[src/rtl/ship_draw.sv]
// rtl/ship_draw.sv - 48x48 ROM sprite overlay on a VGA stream, two-clock pipeline.
// Optional macro SHIP_BLINK_EN: the sunk sprite blinks on a 64-frame cycle.
module ship_draw #(
  parameter logic [11:0] SHIP_COLOR  = 12'h8_8_8,
  parameter int          SPRITE_SIZE = 48
) (
  input  logic        clk,
  input  logic        rst_n,
  input  logic [10:0] hcount_in,
  input  logic [10:0] vcount_in,
  input  logic        hsync_in,
  input  logic        vsync_in,
  input  logic        hblnk_in,
  input  logic        vblnk_in,
  input  logic [11:0] rgb_in,
  input  logic [10:0] xpos,
  input  logic [10:0] ypos,
  input  logic        sunk,
  output logic [7:0]  rom_addr,
  input  logic [47:0] rom_data,
  output logic [10:0] hcount_out,
  output logic [10:0] vcount_out,
  output logic        hsync_out,
  output logic        vsync_out,
  output logic        hblnk_out,
  output logic        vblnk_out,
  output logic [11:0] rgb_out
);

  logic [10:0] r_x_sh, r_y_sh;
  logic        r_sunk_sh;
  logic        r_sh_valid;

  logic [10:0] r_hcount_0, r_vcount_0, r_hcount_1, r_vcount_1;
  logic        r_hsync_0, r_vsync_0, r_hblnk_0, r_vblnk_0;
  logic        r_hsync_1, r_vsync_1, r_hblnk_1, r_vblnk_1;
  logic [11:0] r_rgb_0, r_rgb_1;
  logic [5:0]  r_col_0, r_col_1;
  logic        r_in_sprite_0, r_in_sprite_1;
  logic [7:0]  r_rom_addr;

  logic        w_frame_start;
  logic [11:0] w_dx, w_dy;
  logic        w_in_x, w_in_y;
  logic        w_draw_en;
  logic [7:0]  w_addr;
  logic [5:0]  w_bit_idx;
  logic        w_pix;
  logic        w_blank;

  assign w_frame_start = (hcount_in == 11'd0) && (vcount_in == 11'd0);

  // Unsigned 12-bit differences: a pixel left of / above the corner wraps to a huge value.
  assign w_dx   = {1'b0, hcount_in} - {1'b0, r_x_sh};
  assign w_dy   = {1'b0, vcount_in} - {1'b0, r_y_sh};
  assign w_in_x = (w_dx < 12'(SPRITE_SIZE));
  assign w_in_y = (w_dy < 12'(SPRITE_SIZE));
  assign w_addr = w_dy[7:0] + (r_sunk_sh ? 8'(SPRITE_SIZE) : 8'd0);

`ifdef SHIP_BLINK_EN
  logic [5:0] r_frame_cnt;
  logic       r_hide_sh;
  assign w_draw_en = r_sh_valid & ~r_hide_sh;
`else
  assign w_draw_en = r_sh_valid;
`endif

  always_ff @(posedge clk or negedge rst_n) begin
    if (!rst_n) begin
      r_x_sh        <= '0;
      r_y_sh        <= '0;
      r_sunk_sh     <= 1'b0;
      r_sh_valid    <= 1'b0;
      r_hcount_0    <= '0;
      r_vcount_0    <= '0;
      r_hsync_0     <= 1'b0;
      r_vsync_0     <= 1'b0;
      r_hblnk_0     <= 1'b0;
      r_vblnk_0     <= 1'b0;
      r_rgb_0       <= '0;
      r_col_0       <= '0;
      r_in_sprite_0 <= 1'b0;
      r_rom_addr    <= '0;
      r_hcount_1    <= '0;
      r_vcount_1    <= '0;
      r_hsync_1     <= 1'b0;
      r_vsync_1     <= 1'b0;
      r_hblnk_1     <= 1'b0;
      r_vblnk_1     <= 1'b0;
      r_rgb_1       <= '0;
      r_col_1       <= '0;
      r_in_sprite_1 <= 1'b0;
`ifdef SHIP_BLINK_EN
      r_frame_cnt   <= '0;
      r_hide_sh     <= 1'b0;
`endif
    end else begin
      if (w_frame_start) begin
        r_x_sh     <= xpos;
        r_y_sh     <= ypos;
        r_sunk_sh  <= sunk;
        r_sh_valid <= 1'b1;
`ifdef SHIP_BLINK_EN
        r_hide_sh   <= sunk & r_frame_cnt[5];
        r_frame_cnt <= r_frame_cnt + 6'd1;
`endif
      end

      r_hcount_0    <= hcount_in;
      r_vcount_0    <= vcount_in;
      r_hsync_0     <= hsync_in;
      r_vsync_0     <= vsync_in;
      r_hblnk_0     <= hblnk_in;
      r_vblnk_0     <= vblnk_in;
      r_rgb_0       <= rgb_in;
      r_col_0       <= w_dx[5:0];
      r_in_sprite_0 <= w_in_x & w_in_y & w_draw_en;
      r_rom_addr    <= w_in_y ? w_addr : 8'd0;

      // Second stage lines the pixel up with the ROM line fetched from r_rom_addr.
      r_hcount_1    <= r_hcount_0;
      r_vcount_1    <= r_vcount_0;
      r_hsync_1     <= r_hsync_0;
      r_vsync_1     <= r_vsync_0;
      r_hblnk_1     <= r_hblnk_0;
      r_vblnk_1     <= r_vblnk_0;
      r_rgb_1       <= r_rgb_0;
      r_col_1       <= r_col_0;
      r_in_sprite_1 <= r_in_sprite_0;
    end
  end

  // Leftmost sprite pixel is the ROM line MSB.
  assign w_bit_idx = 6'(SPRITE_SIZE - 1) - r_col_1;
  assign w_pix     = rom_data[w_bit_idx];
  assign w_blank   = r_hblnk_1 | r_vblnk_1;

  assign rom_addr   = r_rom_addr;
  assign hcount_out = r_hcount_1;
  assign vcount_out = r_vcount_1;
  assign hsync_out  = r_hsync_1;
  assign vsync_out  = r_vsync_1;
  assign hblnk_out  = r_hblnk_1;
  assign vblnk_out  = r_vblnk_1;
  assign rgb_out    = w_blank ? 12'h000 :
                      (r_in_sprite_1 && w_pix) ? SHIP_COLOR : r_rgb_1;

endmodule

[config.mk]
export PLATFORM = sky130hd
export DESIGN_NAME = ship_draw
export DESIGN_NICKNAME = d
export VERILOG_FILES = /design/src/rtl/ship_draw.sv
export SDC_FILE = /design/constraint.sdc
export NUM_CORES = 1
export LEC_CHECK = 0
export ABC_CLOCK_PERIOD_IN_PS = 2450
export CORE_ASPECT_RATIO = 1.1
export CORE_UTILIZATION = 35
export DETAILED_ROUTE_END_ITERATION = 7
export PLACE_DENSITY = 0.76
export SLEW_MARGIN = 15
export SYNTH_ARGS = -nofsm -noshare
export SYNTH_HDL_FRONTEND = slang
export SYNTH_SLANG_ARGS = --single-unit
[constraint.sdc]
create_clock -name clk -period 2.45 [get_ports clk]
set_input_delay 0.245 -clock clk [delete_from_list [all_inputs] [get_ports clk]]
set_output_delay 0.245 -clock clk [all_outputs]
set_load 0.02 [all_outputs]
==> run summary, run 1 <==
die area = 15000 µm²
clock buffer depth = 2
critical path capture point type = primary output
top_reg_cell synth = dfrtp_1
failing checks = setup timing
WP buf/inv = 3
WP depth = 10
reg2reg path depth = 10
minimum clock period = 2.83 ns
Layout Nets = 784
Max stage delay on crit path = 0.50 ns
root buffer cell = clkbuf_16
fraction of registers with async set/reset = 100%
DR pass1 iterations = 4
worst min path class = primary input to asynchronous set/reset pin
Final Wtd Congestion = 0.842
r2r endpoint = rom_addr[1]
Detailed Place HPWL = 9710 µm
Synth Area in Adders = 6.84%
Crit-path slowest cell = mux4_2
critical path type = flop to primary output
mux cell area share after synthesis = 6.94%
Die W = 117 µm
critical path fanouts, max = 6
post-synthesis xor/xnor area fraction = 1.90%
GR Util All Layers = 17.6%
core area = 14000 µm²
RSZ-0062 raised after global routing = yes
fmax = 354 MHz
cts bufs inserted = 17
via count = 3999
H-tree depth = 4
cell row count = 45
height of the die = 128 µm
number of max-cap violations = 0
Final Core Density = 58.4%
mean post-synth cell area = 12.4 µm²
yosys warns = 0
Reg2Reg Setup Slack = -0.13 ns
num ports = 157
clock skew = 0.00611 ns
port bufs = 156
initial DRC count = 106
Worst VDD drop = 411 µV
sequential share of the synthesized area = 60.1%
CTS clk-pin slew, worst paths = 0.06 ns
final hold violations = 0
crit-path cells = buf_12 > mux4_2 > a22oi_2 > nand3_1 > mux2i_1 > nor2_1 > o21ai_2 > buf_2 > and3_1 > buf_6
first-pass GRT wire length = 19600 µm
worst r2r src = r_y_sh[1]
worst path required time = 2.20 ns
worst setup margin = -0.376 ns
Layout area overhead = 60.5%
DRT Wirelength = 12800 µm
vias in the first global route = 4236
leakage = 0.00369 µW
initial antenna violation count = 0
type of origin of the critical path = flop
main combinational cell family by area after synthesis = compound AO/OA/AOI/OAI gates
Clock Sinks = 122
EDFF count, synth = 0
clock latency on the worst-skew pair = 0.42 ns
CP top delay family = multiplexers
DP Area = 7360 µm²
largest net degree at the start of global routing = 66
ANT nets after route = 0
vias per inst = 4.72
# diodes = 0
pwr dens = 630 nW/µm²
Mapped Cells = 409
Final Max Tran Viols = 0
Pwr Total = 5140 µW
Routed WL per cell = 15.1 µm
Synth Area in Compound Gates = 10.2%
period utilisation layout = 115%
post-synthesis simple-gate area fraction = 10.2%
Synth Net Count = 546
initial core utilization = 36.4%
layout cells sized above 1 = 25.8%
Post-Syn Area = 5080 µm²
post-route cell area = 8160 µm²
Yosys reg bits = 122
library cells used by synthesis = 56
Setup Viol. Count Final = 19
drt drc = 0
CTS tree = done
run status = finished with violations
total grt overflow = 0
critical path arrival = 2.58 ns
cell type report:
class | instances | area (µm²)
flip-flops and latches | 122 | 3050
fillers | 1164 | 5810
inverters | 38 | 143
clock inverters | 14 | 136
well taps | 188 | 235
repair buffers | 229 | 2170
clock buffers | 18 | 439
multi-input cells | 239 | 1980
how the worst max path moves through the flow:
stage               slack (ns)          from       endpoint
CTS                      -0.46    r_col_1[0]     rgb_out[6]
global placement         -0.46  rom_data[10]     rgb_out[2]
global route             -0.51    r_col_1[0]     rgb_out[4]
detailed placement       -0.52  vcount_in[1]    rom_addr[6]
finish                   -0.38    r_col_1[0]     rgb_out[6]
floorplan                -0.03     r_y_sh[0]  r_in_sprite_0
placed cells by master, fill, tap and decap left out, types with 3 or more instances in the layout:
cell,Yosys,layout
buf_4,1,67
and3_1,9,7
mux4_2,12,12
nor3_1,6,5
a21oi_2,1,6
ha_1,23,22
a21o_1,3,3
nor4_1,5,5
o21ai_0,33,32
inv_1,38,38
a21oi_1,16,10
buf_6,1,14
clkdlybuf4s50_1,0,143
mux2i_1,6,6
o21a_1,4,4
clkinv_4,0,4
o211ai_1,6,6
xor2_1,3,3
clkbuf_16,0,17
nor2b_1,5,5
nor2_1,25,19
xnor2_1,8,8
inv_6,0,7
nand2_1,28,28
nand3_1,7,7
dfrtp_1,122,121
nor2_2,0,4
per-layer routing:
metal	track usage (%)	vias to the layer above	wire length, µm
li1	-	1900	-
met1	18.3	1937	4690
met2	32.0	142	6840
met3	6.55	20	1070
met4	7.00	0	197
met5	0	-	0
per-stage QoR:
stage               std cells  worst slack (ns)  hold slack, ns  setup TNS [ns]
detailed placement        808            -0.516           0.165           -9.41
global route              848            -0.514           0.257           -7.23
floorplan                 409           -0.0340         -0.0506         -0.0340
CTS                       845            -0.458           0.253           -5.65
global placement          808            -0.457           0.155           -8.37
finish                    848            -0.376           0.267           -4.92
kinds of logic after synthesis:
group	Yosys count
other	1
AND/OR/NAND/NOR	100
buffers and inverters	48
multiplexers	20
flip-flops	122
adder cells (fa/ha/maj)	26
AO/OA/AOI/OAI	81
XOR/XNOR	11
synth_stat cells, types with 2 or more instances:
| cell type | n | share of area, % |
|---|---|---|
| or2_2 | 2 | 0.25 |
| inv_1 | 38 | 2.8 |
| xor2_1 | 3 | 0.52 |
| nor3_1 | 6 | 0.59 |
| a21oi_1 | 16 | 1.6 |
| nor4_1 | 5 | 0.62 |
| o21ai_0 | 33 | 3.2 |
| dfrtp_1 | 122 | 60 |
| a22oi_1 | 2 | 0.30 |
| a211oi_1 | 2 | 0.30 |
| mux2_2 | 2 | 0.44 |
| xnor2_1 | 8 | 1.4 |
| a311oi_1 | 2 | 0.34 |
| fa_1 | 3 | 1.2 |
| nand2_1 | 28 | 2.1 |
| o21bai_1 | 2 | 0.30 |
| nor2b_1 | 5 | 0.62 |
| ha_1 | 23 | 5.7 |
| nand4_1 | 2 | 0.25 |
| mux2i_1 | 6 | 1.2 |
| a21o_1 | 3 | 0.44 |
| and3_1 | 9 | 1.1 |
| nor2_1 | 25 | 1.8 |
| clkbuf_1 | 5 | 0.37 |
| nand3_1 | 7 | 0.69 |
| o21a_1 | 4 | 0.59 |
| mux4_2 | 12 | 5.3 |
| o211ai_1 | 6 | 0.89 |
flip-flops by register name (all words and copies together), names as in the netlist:
register and cells:
r_sunk_sh 1, vsync_out 1, r_vblnk_0 1, hcount_out 11, r_in_sprite_0 1, r_vsync_0 1
hblnk_out 1, vcount_out 11, r_y_sh 11, r_x_sh 11, r_hcount_0 11, rom_addr 8
r_hsync_0 1, r_rgb_0 12, r_hblnk_0 1, r_vcount_0 11, r_sh_valid 1, r_col_0 6
hsync_out 1, vblnk_out 1, r_in_sprite_1 1, r_col_1 6, r_rgb_1 12
where the power goes:
part / switching (µW) / internal (µW)
combinational: 251 / 369
sequential: 33.3 / 2100
clock: 945 / 1440
total: 1230 / 3910
repair_timing:
item | CTS | global route
pin swaps | 16 | 7
setup buffers | 2 | 3
gates resized for setup | 83 | 21
hold buffers | 1 | 0
endpoints found under the hold margin | 21 | 0
setup endpoints to repair | 20 | 20
gates cloned | 2 | 0
No activity file was read; power rests on OpenSTA's default activity.
==> inputs of run 2 (changes only) <==
--- a/config.mk
+++ b/config.mk
@@ -7,9 +7,9 @@
 export LEC_CHECK = 0
 export ABC_CLOCK_PERIOD_IN_PS = 2450
 export CORE_ASPECT_RATIO = 1.1
-export CORE_UTILIZATION = 35
+export CORE_UTILIZATION = 42
 export DETAILED_ROUTE_END_ITERATION = 7
-export PLACE_DENSITY = 0.76
+export PLACE_DENSITY = 0.87
 export SLEW_MARGIN = 15
 export SYNTH_ARGS = -nofsm -noshare
 export SYNTH_HDL_FRONTEND = slang
==> constraint.sdc (replaced) <==
create_clock -name clk -period 2.45 [get_ports clk]
set_input_delay 0.6125 -clock clk [delete_from_list [all_inputs] [get_ports clk]]
set_output_delay 0.6125 -clock clk [all_outputs]
set_load 0.02 [all_outputs]
==> run summary, run 2 (synthesis results as in run 1) <==
run status = finished with violations
failing checks = setup timing
most frequent cells in the layout = clkdlybuf4s50_1 (125), dfrtp_1 (122), buf_4 (83), inv_1 (36), o21ai_0 (30)
Final Wtd Congestion = 0.819 (-2.7%)
Pwr Total = 5570 µW (+8.4%)
core area = 11600 µm² (-17%)
FF/Latch Area = 3050 µm² (about the same)
leakage = 0.00385 µW (+4.3%)
type of origin of the critical path = primary input
DP Worst Slack = -1.24 ns (-0.725 ns)
area of the multi-input gates = 2190 µm² (+11%)
WP buf/inv = 3 (unchanged)
GR Layer Usage met2 = 44.8% (+13 points)
port bufs = 156 (unchanged)
worst path required time = 1.84 ns (-0.36 ns)
RSZ-0062 raised after global routing = yes
Die W = 107 µm (-8.6%)
critical path capture point type = primary output
initial DRC count = 270 (+150%)
initial core utilization = 43.6% (+7.2 points)
CP top delay family = multiplexers
first-pass GRT wire length = 23300 µm (+19%)
met3 Track Usage GR = 6.78% (+0.23 points)
critical path arrival = 2.61 ns (+0.03 ns)
clock skew = 0.00328 ns (-0.00283 ns)
GR Util All Layers = 24.6% (+6.9 points)
clock latency on the worst-skew pair = 0.41 ns (about the same)
critical path type = primary input to primary output
CTS tree = done
# placed instances = 783 (-3.1%)
via count = 4338 (+8.5%)
final hold violations = 0 (unchanged)
Worst VDD drop = 663 µV (+61%)
number of max-cap violations = 0 (unchanged)
critical path fanouts, max = 5 (-1)
Detailed Place HPWL = 10300 µm (+6.0%)
root buffer cell = clkbuf_16
cts bufs inserted = 17 (unchanged)
Min Hold Slack = 0.180 ns (-0.0872 ns)
vias per inst = 5.26 (+12%)
num ports = 157 (unchanged)
CTS clk-pin slew, worst paths = 0.06 ns (about the same)
cell mode on critical path = mux2i_1
r2r endpoint = rom_addr[6]
Reg2Reg Setup Slack = -0.23 ns (-0.10 ns)
die area = 12500 µm² (-16%)
Layout area overhead = 67.2%
crit-path cells = clkdlybuf4s50_1 > mux4_2 > mux2i_1 > mux2i_1 > mux2i_1 > nor2_1 > o21ai_2 > buf_4 > and3_4 > buf_6
Final Max Tran Viols = 0 (unchanged)
Hold-fix buffers, CTS = 0 (-1)
drt drc = 0 (unchanged)
fillers = 714 (-39%)
height of the die = 117 µm (-8.6%)
Largest regs = r_rgb_0: 12 flops, r_rgb_1: 12 flops
Routed WL per cell = 18.5 µm (+23%)
commonest non-fill, non-tap cell in the layout = clkdlybuf4s50_1
ANT nets after route = 0 (unchanged)
initial antenna violation count = 0 (unchanged)
met1 usage = 25.0% (+6.7 points)
worst setup margin = -0.777 ns (-0.402 ns)
DR pass1 iterations = 5 (+1)
layout cells sized above 1 = 30.9% (+5.1 points)
period utilisation layout = 132% (+16 points)
Clock Sinks = 122 (unchanged)
minimum clock period = 3.23 ns (+0.402 ns)
DRT Wirelength = 15300 µm (+19%)
worst r2r src = r_y_sh[0]
GRT busiest layer = met2
cell row count = 41 (-8.9%)
pwr dens = 655 nW/µm² (+4.1%)
Slew @ Worst Pin = 0.560 ns
largest net degree at the start of global routing = 42 (-36%)
Max stage delay on crit path = 0.47 ns (-0.03 ns)
fmax = 310 MHz (-12%)
# diodes = 0 (unchanged)
clock buffer depth = 2 (unchanged)
vias in the first global route = 4655 (+9.9%)
reg2reg path depth = 11 (+1)
total grt overflow = 0 (unchanged)
Non-Filler Instances = 824 (-2.8%)
worst min path class = primary input to asynchronous set/reset pin
H-tree depth = 4 (unchanged)
Layout Nets = 798 (+1.8%)
Setup Viol. Count Final = 20 (+1)
Crit-path slowest cell = mux4_2
Max-slew headroom = 62.7%
run 2: final cells by class:
type / count / share of cell area (%)
Sequential cell: 122 / 35.9
Timing Repair Buffer: 243 / 26.6
Multi-Input combinational cell: 239 / 25.8
Clock buffer: 17 / 5.01
Clock inverter: 15 / 2.78
Tap cell: 150 / 2.21
Inverter: 38 / 1.77
run 2: worst max-delay path by stage:
stage          depth (start not counted)  slack [ns]       endpoint          from
2_1_floorplan                         11       -0.26  r_in_sprite_0  vcount_in[0]
3_3_place_gp                          10       -1.25     rgb_out[9]  rom_data[10]
3_5_place_dp                          10       -1.24     rgb_out[5]  rom_data[10]
4_1_cts                                9       -0.79     rgb_out[5]    r_col_1[0]
5_1_grt                               10       -0.86     rgb_out[5]    r_col_1[0]
6_report                              10       -0.78     rgb_out[5]  rom_data[36]
run 2: report_power, final:
group / switching (µW) / internal (µW)
Clock: 939 / 1830
Combinational: 288 / 386
Sequential: 33.8 / 2100
run 2: stage by stage:
stage	utilization, %	instance area [µm²]	TNS, ns
2_1_floorplan	-	5210	-3.40
3_3_place_gp	64.5	7510	-29.96
3_5_place_dp	64.5	7510	-32.22
4_1_cts	71.7	8350	-10.58
5_1_grt	73.0	8500	-12.26
6_report	73.0	8500	-10.61
run 2: metal layers:
layer | wire length [µm] | vias to the layer above
li1 | - | 1933
met1 | 5140 | 2108
met4 | 793 | 0
met2 | 8270 | 229
met5 | 0 | -
met3 | 1080 | 68
run 2: repair_timing:
item,in CTS,in global routing
resized for setup,115,28
gates cloned,1,0
pin swaps,27,14
endpoints found under the setup margin,30,31
buffers inserted,4,4
